$ cat src/rtl/galaxian_load_ctrl.sv
`default_nettype none
// +----------------------------------------------------------------------------+
// | galaxian_load_ctrl                                                         |
// | Routes the ioctl download stream to ROM/PROM, game-select and DIP stores   |
// | and owns the core reset sequence.                                          |
// | Revision: 1.0                                                              |
// +----------------------------------------------------------------------------+
module galaxian_load_ctrl #(
    parameter logic [7:0]  ROM_INDEX  = 8'd0,
    parameter logic [7:0]  MOD_INDEX  = 8'd1,
    parameter logic [7:0]  DIP_INDEX  = 8'd254,
    parameter logic [15:0] CPU_END    = 16'h4000,
    parameter logic [15:0] GFX_END    = 16'h5000,
    parameter logic [15:0] PROM_END   = 16'h5020,
    parameter int unsigned RESET_HOLD = 16
) (
    input  logic        clk_sys,
    input  logic        RESET,
    input  logic        ioctl_download,
    input  logic        ioctl_wr,
    input  logic [7:0]  ioctl_index,
    input  logic [24:0] ioctl_addr,
    input  logic [7:0]  ioctl_dout,
    input  logic        user_reset,
    output logic [15:0] dn_addr,
    output logic [7:0]  dn_data,
    output logic        cpu_we,
    output logic        gfx_we,
    output logic        prom_we,
    output logic [7:0]  mod_id,
    output logic [63:0] sw_flat,
    output logic        core_reset,
    output logic        rom_ok,
    output logic        rom_err
);

    localparam logic [1:0] c_st_idle = 2'd0;
    localparam logic [1:0] c_st_load = 2'd1;
    localparam logic [1:0] c_st_hold = 2'd2;
    localparam logic [1:0] c_st_run  = 2'd3;

    localparam int unsigned          c_hold_w    = (RESET_HOLD > 1) ? $clog2(RESET_HOLD) : 1;
    localparam logic [c_hold_w-1:0]  c_hold_last = c_hold_w'(RESET_HOLD - 1);

    logic [1:0]          r_state;
    logic [1:0]          w_next_state;
    logic                r_dl_d;
    logic [7:0]          r_index;
    logic [7:0]          w_cur_index;
    logic [c_hold_w-1:0] r_hold_cnt;
    logic                r_last_seen;
    logic                r_overrun;
    logic                w_wr;
    logic                w_rom_wr;
    logic                w_hi_nz;
    logic                w_in_image;
    logic                w_overrun;
    logic                w_last_hit;
    logic                w_load_good;
    logic                w_rom_start;
    logic [15:0]         w_a;

    // The index is captured on the first download cycle so the byte that arrives
    // with the rising edge is already routed by the new stream.
    assign w_cur_index = (ioctl_download && !r_dl_d) ? ioctl_index : r_index;
    assign w_wr        = ioctl_download && ioctl_wr;
    assign w_rom_wr    = w_wr && (w_cur_index == ROM_INDEX);
    assign w_a         = ioctl_addr[15:0];
    assign w_hi_nz     = |ioctl_addr[24:16];
    assign w_in_image  = !w_hi_nz && (w_a < PROM_END);
    assign w_overrun   = w_rom_wr && !w_in_image;
    assign w_last_hit  = w_rom_wr && !w_hi_nz && (w_a == PROM_END - 16'd1);
    assign w_load_good = r_last_seen && !r_overrun;
    assign w_rom_start = (r_state != c_st_load) && (w_next_state == c_st_load)
                         && (w_cur_index == ROM_INDEX);
    assign core_reset  = (r_state != c_st_run);

    always_comb begin
        w_next_state = r_state;
        case (r_state)
            c_st_idle: begin
                if (ioctl_download) w_next_state = c_st_load;
            end
            c_st_load: begin
                if (!ioctl_download) begin
                    if (r_index == ROM_INDEX) w_next_state = w_load_good ? c_st_hold : c_st_idle;
                    else                      w_next_state = rom_ok ? c_st_hold : c_st_idle;
                end
            end
            c_st_hold: begin
                if (ioctl_download)                 w_next_state = c_st_load;
                else if (r_hold_cnt == c_hold_last) w_next_state = c_st_run;
            end
            default: begin
                if (ioctl_download)  w_next_state = c_st_load;
                else if (user_reset) w_next_state = c_st_hold;
            end
        endcase
    end

    always_ff @(posedge clk_sys or posedge RESET) begin
        if (RESET) begin
            r_state     <= c_st_idle;
            r_dl_d      <= 1'b0;
            r_index     <= 8'd0;
            r_hold_cnt  <= '0;
            r_last_seen <= 1'b0;
            r_overrun   <= 1'b0;
            rom_ok      <= 1'b0;
            rom_err     <= 1'b0;
        end else begin
            r_state     <= w_next_state;
            r_dl_d      <= ioctl_download;
            r_index     <= w_cur_index;
            r_hold_cnt  <= ((r_state == c_st_hold) && (w_next_state == c_st_hold))
                           ? r_hold_cnt + 1'b1 : '0;
            r_last_seen <= (r_last_seen && !w_rom_start) || w_last_hit;
            r_overrun   <= (r_overrun && !w_rom_start) || w_overrun;
            if (w_rom_start) begin
                rom_ok  <= 1'b0;
                rom_err <= 1'b0;
            end else if ((r_state == c_st_load) && !ioctl_download && (r_index == ROM_INDEX)) begin
                rom_ok  <= w_load_good;
                rom_err <= !w_load_good;
            end
        end
    end

    // Write strobes are single-cycle pulses; address and data hold between them.
    always_ff @(posedge clk_sys or posedge RESET) begin
        if (RESET) begin
            dn_addr <= 16'd0;
            dn_data <= 8'd0;
            cpu_we  <= 1'b0;
            gfx_we  <= 1'b0;
            prom_we <= 1'b0;
        end else begin
            cpu_we  <= 1'b0;
            gfx_we  <= 1'b0;
            prom_we <= 1'b0;
            if (w_rom_wr && w_in_image) begin
                dn_data <= ioctl_dout;
                if (w_a < CPU_END) begin
                    cpu_we  <= 1'b1;
                    dn_addr <= w_a;
                end else if (w_a < GFX_END) begin
                    gfx_we  <= 1'b1;
                    dn_addr <= w_a - CPU_END;
                end else begin
                    prom_we <= 1'b1;
                    dn_addr <= w_a - GFX_END;
                end
            end
        end
    end

    always_ff @(posedge clk_sys or posedge RESET) begin
        if (RESET) begin
            mod_id  <= 8'd0;
            sw_flat <= 64'd0;
        end else begin
            if (w_wr && (w_cur_index == MOD_INDEX)) mod_id <= ioctl_dout;
            if (w_wr && (w_cur_index == DIP_INDEX) && (ioctl_addr[24:3] == '0))
                sw_flat[{ioctl_addr[2:0], 3'b000} +: 8] <= ioctl_dout;
        end
    end

endmodule
`default_nettype wire

$ cat config.mk
export PLATFORM = sky130hd
export DESIGN_NAME = galaxian_load_ctrl
export DESIGN_NICKNAME = d
export VERILOG_FILES = /design/src/rtl/galaxian_load_ctrl.sv
export SDC_FILE = /design/constraint.sdc
export NUM_CORES = 1
export LEC_CHECK = 0
export ABC_CLOCK_PERIOD_IN_PS = 3700
export BUFFER_PORTS_ARGS = -buffer_cell sky130_fd_sc_hd__buf_4
export CORE_ASPECT_RATIO = 0.8
export CORE_MARGIN = 1.5
export CORE_UTILIZATION = 40
export DETAILED_ROUTE_END_ITERATION = 10
export GPL_TIMING_DRIVEN = 1
export HOLD_SLACK_MARGIN = 0.06
export PLACE_DENSITY = 0.75
export SLEW_MARGIN = 20
export SYNTH_ARGS = -nofsm -noshare
export SYNTH_HDL_FRONTEND = slang
export SYNTH_SLANG_ARGS = --single-unit
$ cat constraint.sdc
create_clock -name clk_sys -period 3.7 [get_ports clk_sys]
set_input_delay 0.37 -clock clk_sys [delete_from_list [all_inputs] [get_ports clk_sys]]
set_output_delay 0.37 -clock clk_sys [all_outputs]
set_load 0.05 [all_outputs]
### Word level (Yosys, flattened, before mapping)

Index checks and enable logic that the tools add are counted.

| storage, ports and cells | value |
|---|---|
| register bits | 118 |
| bits of input ports | 46 |
| output and inout port bits | 102 |

| cells by class | value |
|---|---|
| add/subtract/negate cells | 4 |
| magnitude comparators | 3 |
| equal/unequal tests | 10 |
| shift operators | 2 |
| mux-type cells | 27 |
| reductions and logical operators | 34 |

Operators with widths:

| kind | number |
|---|---|
| $bwmux W64 | 1 |
| $shift A8 B8 Y64 const A | 1 |
| $shiftx A8 B8 Y64 | 1 |
| $lt A16 B15 Y1 const B | 3 |
| $mux W16 | 2 |
| $sub A16 B15 Y16 const B | 2 |
| $logic_not A22 Y1 | 1 |
| $logic_and A1 B1 Y1 | 19 |
| $mux W2 | 9 |
| $eq A16 B15 Y1 const B | 1 |
| $logic_not A8 Y1 | 2 |
| $mux W1 | 12 |
| $reduce_or A9 Y1 | 1 |
| $eq A8 B1 Y1 const B | 1 |
| $eq A8 B8 Y1 const B | 1 |
| $mux W8 | 1 |
| $neg A6 Y8 | 1 |
| $logic_not A1 Y1 | 7 |
| $pmux W2 S3 | 1 |
| $add A4 B1 Y4 const B | 1 |
| $eq A2 B1 Y1 const B | 2 |
| $eq A2 B2 Y1 const B | 2 |
| $eq A4 B4 Y1 const B | 1 |
| $mux W4 | 1 |
| other kinds (5) | 6 |

### Longest topological paths before layout

| logic depth | value |
|---|---|
| depth in word-level cells | 12 |
| mapped depth | 7 |

### Least setup slack after synthesis

Ideal clock, no wire load.

| path | value |
|---|---|
| path type | input to register |
| start | input ioctl_addr[8] |
| end | register sw_flat[32] |
| library setup time | 125 ps |
| arrival | 2,297 ps |
| data required time | 3,575 ps |
| path slack | 1,278 ps |
| stages | 6 |
| buffers on the path | 1 |
| cell sequence | nor4_1 > nand2_1 > or4_1 > buf_4 > nor4_4 > mux2_2 |

| on the way | value |
|---|---|
| cells in the longest elaborated chain, start to end | 2 |

Ends and longest elaborated chain:

| item | RTL line | RTL |
|---|---|---|
| start: declaration | 22 | `input logic [24:0] ioctl_addr,` |
| $logic_not A22 Y1 | 163 | `if (w_wr && (w_cur_index == DIP_INDEX) && (ioctl_addr[24:3] == '0))` |
| $logic_and A1 B1 Y1 | 163 |  |
| end signal: indexed assignment | 164 | `sw_flat[{ioctl_addr[2:0], 3'b000} +: 8] <= ioctl_dout;` |
| end: declaration | 31 | `output logic [63:0] sw_flat,` |

No other way between the ends.
A chain may end at the register's enable or synchronous reset.

### Worst setup path after layout

| path | value |
|---|---|
| start | register r_dl_d |
| end | register sw_flat[33] |

| on the way | value |
|---|---|
| cells in the longest elaborated chain, start to end | 6 |

Ends and longest elaborated chain:

| item | RTL line | RTL |
|---|---|---|
| start: declaration | 47 | `logic r_dl_d;` |
| start signal: assignment | 113 | `r_dl_d <= ioctl_download;` |
| $logic_not A1 Y1 | 65 | `assign w_cur_index = (ioctl_download && !r_dl_d) ? ioctl_index : r_index;` |
| $logic_and A1 B1 Y1 | 65 |  |
| $mux W8 | 65 |  |
| $eq A8 B8 Y1 | 163 |  |
| $logic_and A1 B1 Y1 (2 in series) | 163 |  |

No other way between the ends.

==> metrics.md <==
| Metric | Value |
|---|---|
| GRT overflow | 0 |
| Vias in the first global route | between 3,000 and 4,000 |
| Pre-antenna DRT Iters | 4 |
| Max VDD drop | ~0.00035 V |
| Final setup fails | 0 |
| Antenna cells | 0 |
| Fin nets | 570 |
| DIE AREA | between 0.01 and 0.015 sq mm |
| Clk buf depth | 2 |
| Antenna-violating nets left | 0 |
| Crit share post-route | 77.20% |
| Yosys reg bits | approximately 120 |
| Layout cells sized above 1 | between 50 and 60% |
| Final worst slack | 0.8436 ns |
| Initial detailed-routing violation count | 166 |
| Via density | 4.931 |
| Largest net degree at the start of global routing | 73 |
| Arrival time worst endpoint | about 3.1 ns |
| Area leader, netlist | dfrtp_1 |
| PostCTS Resize Cnt | 0 |
| Syn Nets | 413 |
| RSZ-0062 raised after global routing | no |
| Worst EP required | around 4 ns |
| Avg Synthesized Cell Area | roughly 14 sq um |
| Total negative slack | 0 ns |
| Post-synthesis cell count | between 300 and 400 |
| Clock Sink Count | between 100 and 150 |
| Synth area leaders | dfrtp_1 (59%), mux2_2 (23%), ha_1 (2.0%) |
| Initial antenna violation count | 0 |
| Most frequent cell after synthesis | dfrtp_1 |
| Achievable Freq | ~350 MHz |
| CTS Hold Bufs | 0 |
| Synth top area share | between 50% and 60% |
| Main synth FF type | dfrtp_1 |
| Pwr/cell area | approximately 470 mW/mm^2 |
| Tightest Pin Transition | about 0.87 ns |
| Buffers on Ports | between 100 and 150 |
| Io pins | between 100 and 150 |
| Clk root buf | clkbuf_16 |
| GRT Resource Usage Total | between 10% and 20% |
| Final Hold Violating Endpoints | 0 |
| DRC | 0 |
| Die height | 103.3 microns |
| First-pass GRT wire length | 18.91 mm |
| Slew Limit Fails | 0 |
| Hold Crit Class | in2async |
| Synth-to-layout area growth | 38.20% |
| WS Path Type | reg2reg |
| WL/cell | 17.54 microns |
| Vias post-DR | approximately 3,500 |
| H-tree levels | 4 |
| Pre-CTS WS | between 0.6 and 0.7 ns |
| R2R setup slack | between 0.8 and 0.9 ns |
| Worst-Skew Late Latency | a little over 0.4 ns |
| Post-synth top cells | dfrtp_1 (118), mux2_2 (104), nor2_1 (17), inv_1 (14), nand2_1 (11) |
| Die X | between 100 and 150 microns |
| Post-synthesis instance area | around 0.0050 sq mm |
| Setup Fix Bufs, Post-CTS | 0 |
| Number of synthesized flops with an enable pin | 0 |
| Startpoint types | register |
| Clock transition at path regs | 0.06 ns |
| Outcome | completed |
| Clock Skew | 0.01960 ns |
| Crit. End Element | register |
| Core region area | about 0.012 sq mm |
| Ys async rst share | 100.0% |
| CTS tree | yes |
| Final min period | approximately 2.9 ns |
| Rel. slew slack | 41.79% |
| Yosys warnings | 0 |
| P_leak | approximately 3.7 nW |
| CTS buffer count | 17 |
| Initial core utilization | between 40% and 50% |
| Worst Path Max Fanout | 13 |
| Hpwl dp | roughly 9 mm |
| Max-Cap Viols | 0 |
| GP Congestion | 0.7855 |
| Rows | 36 |
| Total Wirelength | around 12 mm |
| Register area share after synthesis | 58.65% |
| Library cells used by synthesis | between 40 and 50 |
[layer usage]
layer  global-route usage (%)  share of wire (%)
met3                    6.276                6.2
met5                        0                  0
met1                    24.13                 43
met2                    31.02                 49
met4                    6.050                1.6
[cell families after synthesis]
kind of cell	after synthesis	synth area share, %
buf+inv	27	2.137
flops	118	58.65
xor+xnor	4	0.6960
fa+ha+maj	8	1.988
compound gates	16	2.112
simple gates	77	10.04
mux	109	24.38
[state kept, by name, summed over array words and instances, names as in the netlist]
register     count
sw_flat         64
dn_addr         16
dn_data          8
mod_id           8
r_index          8
r_hold_cnt       4
r_state          2
cpu_we           1
gfx_we           1
prom_we          1
r_dl_d           1
r_last_seen      1
r_overrun        1
rom_err          1
rom_ok           1
[layout make-up]
| cell class | instances | area, sq um |
|---|---|---|
| fillers | 979 | 5249 |
| flip-flops and latches | 118 | 2953 |
| multi-input cells | 214 | 1974 |
| repair buffers | 151 | 1134 |
| clock buffers | 18 | 429.2 |
| well taps | 171 | 214.0 |
| clock inverters | 14 | 198.9 |
| inverters | 14 | 55.05 |
[critical path: stages, from the launching register on]
cell and delay [ns]:
dfrtp_1 0.35, nand2b_2 0.32, mux2_4 0.37, or4_1 0.70
nor4_4 0.60, mux2_2 0.40
[placed cells by master, fill, tap and decap left out, types with 5 or more instances in the layout]
cell type,n
mux2_2,104
a21oi_1,5
nand2_1,11
o21ai_0,5
buf_4,151
nor4_1,6
nor2_1,17
ha_1,8
inv_1,13
clkbuf_16,17
dfrtp_1,118
nand3_1,7
[stage by stage]
| stage | power (mW) | hold WS [ns] | instance area (sq um) | cells | util [%] |
|---|---|---|---|---|---|
| 2_1_floorplan | 1.490 | 0.4014 | 5035 | 359 | - |
| 3_3_place_gp | 1.582 | 0.4469 | 6330 | 668 | 51.86 |
| 3_5_place_dp | 1.590 | 0.4569 | 6330 | 668 | 51.86 |
| 4_1_cts | 3.338 | 0.1332 | 6958 | 700 | 57.00 |
| 5_1_grt | 3.422 | 0.1431 | 6958 | 700 | 57.00 |
| 6_report | 3.296 | 0.1578 | 6958 | 700 | 57.00 |
[path summary, 6_finish.rpt]
kind / from / end / depth (start not counted)
setup / recovery: r_dl_d / sw_flat[33] / 5
hold reg to reg: r_hold_cnt[0] / r_hold_cnt[0] / 1
setup reg to reg: r_dl_d / sw_flat[33] / 5
min in group clk_sys: ioctl_download / r_dl_d / 1
max in group asynchronous: RESET / sw_flat[4] / 3
hold / removal: RESET / dn_addr[9] / 2
[where the power goes]
part	leakage (nW)	total [mW]	internal, mW	switching (mW)
registers	1.61	1.34	1.32	0.0186
logic	1.76	0.227	0.0859	0.141
clock network	0.305	1.73	1.13	0.597
Power figures use the tool's default switching activity.
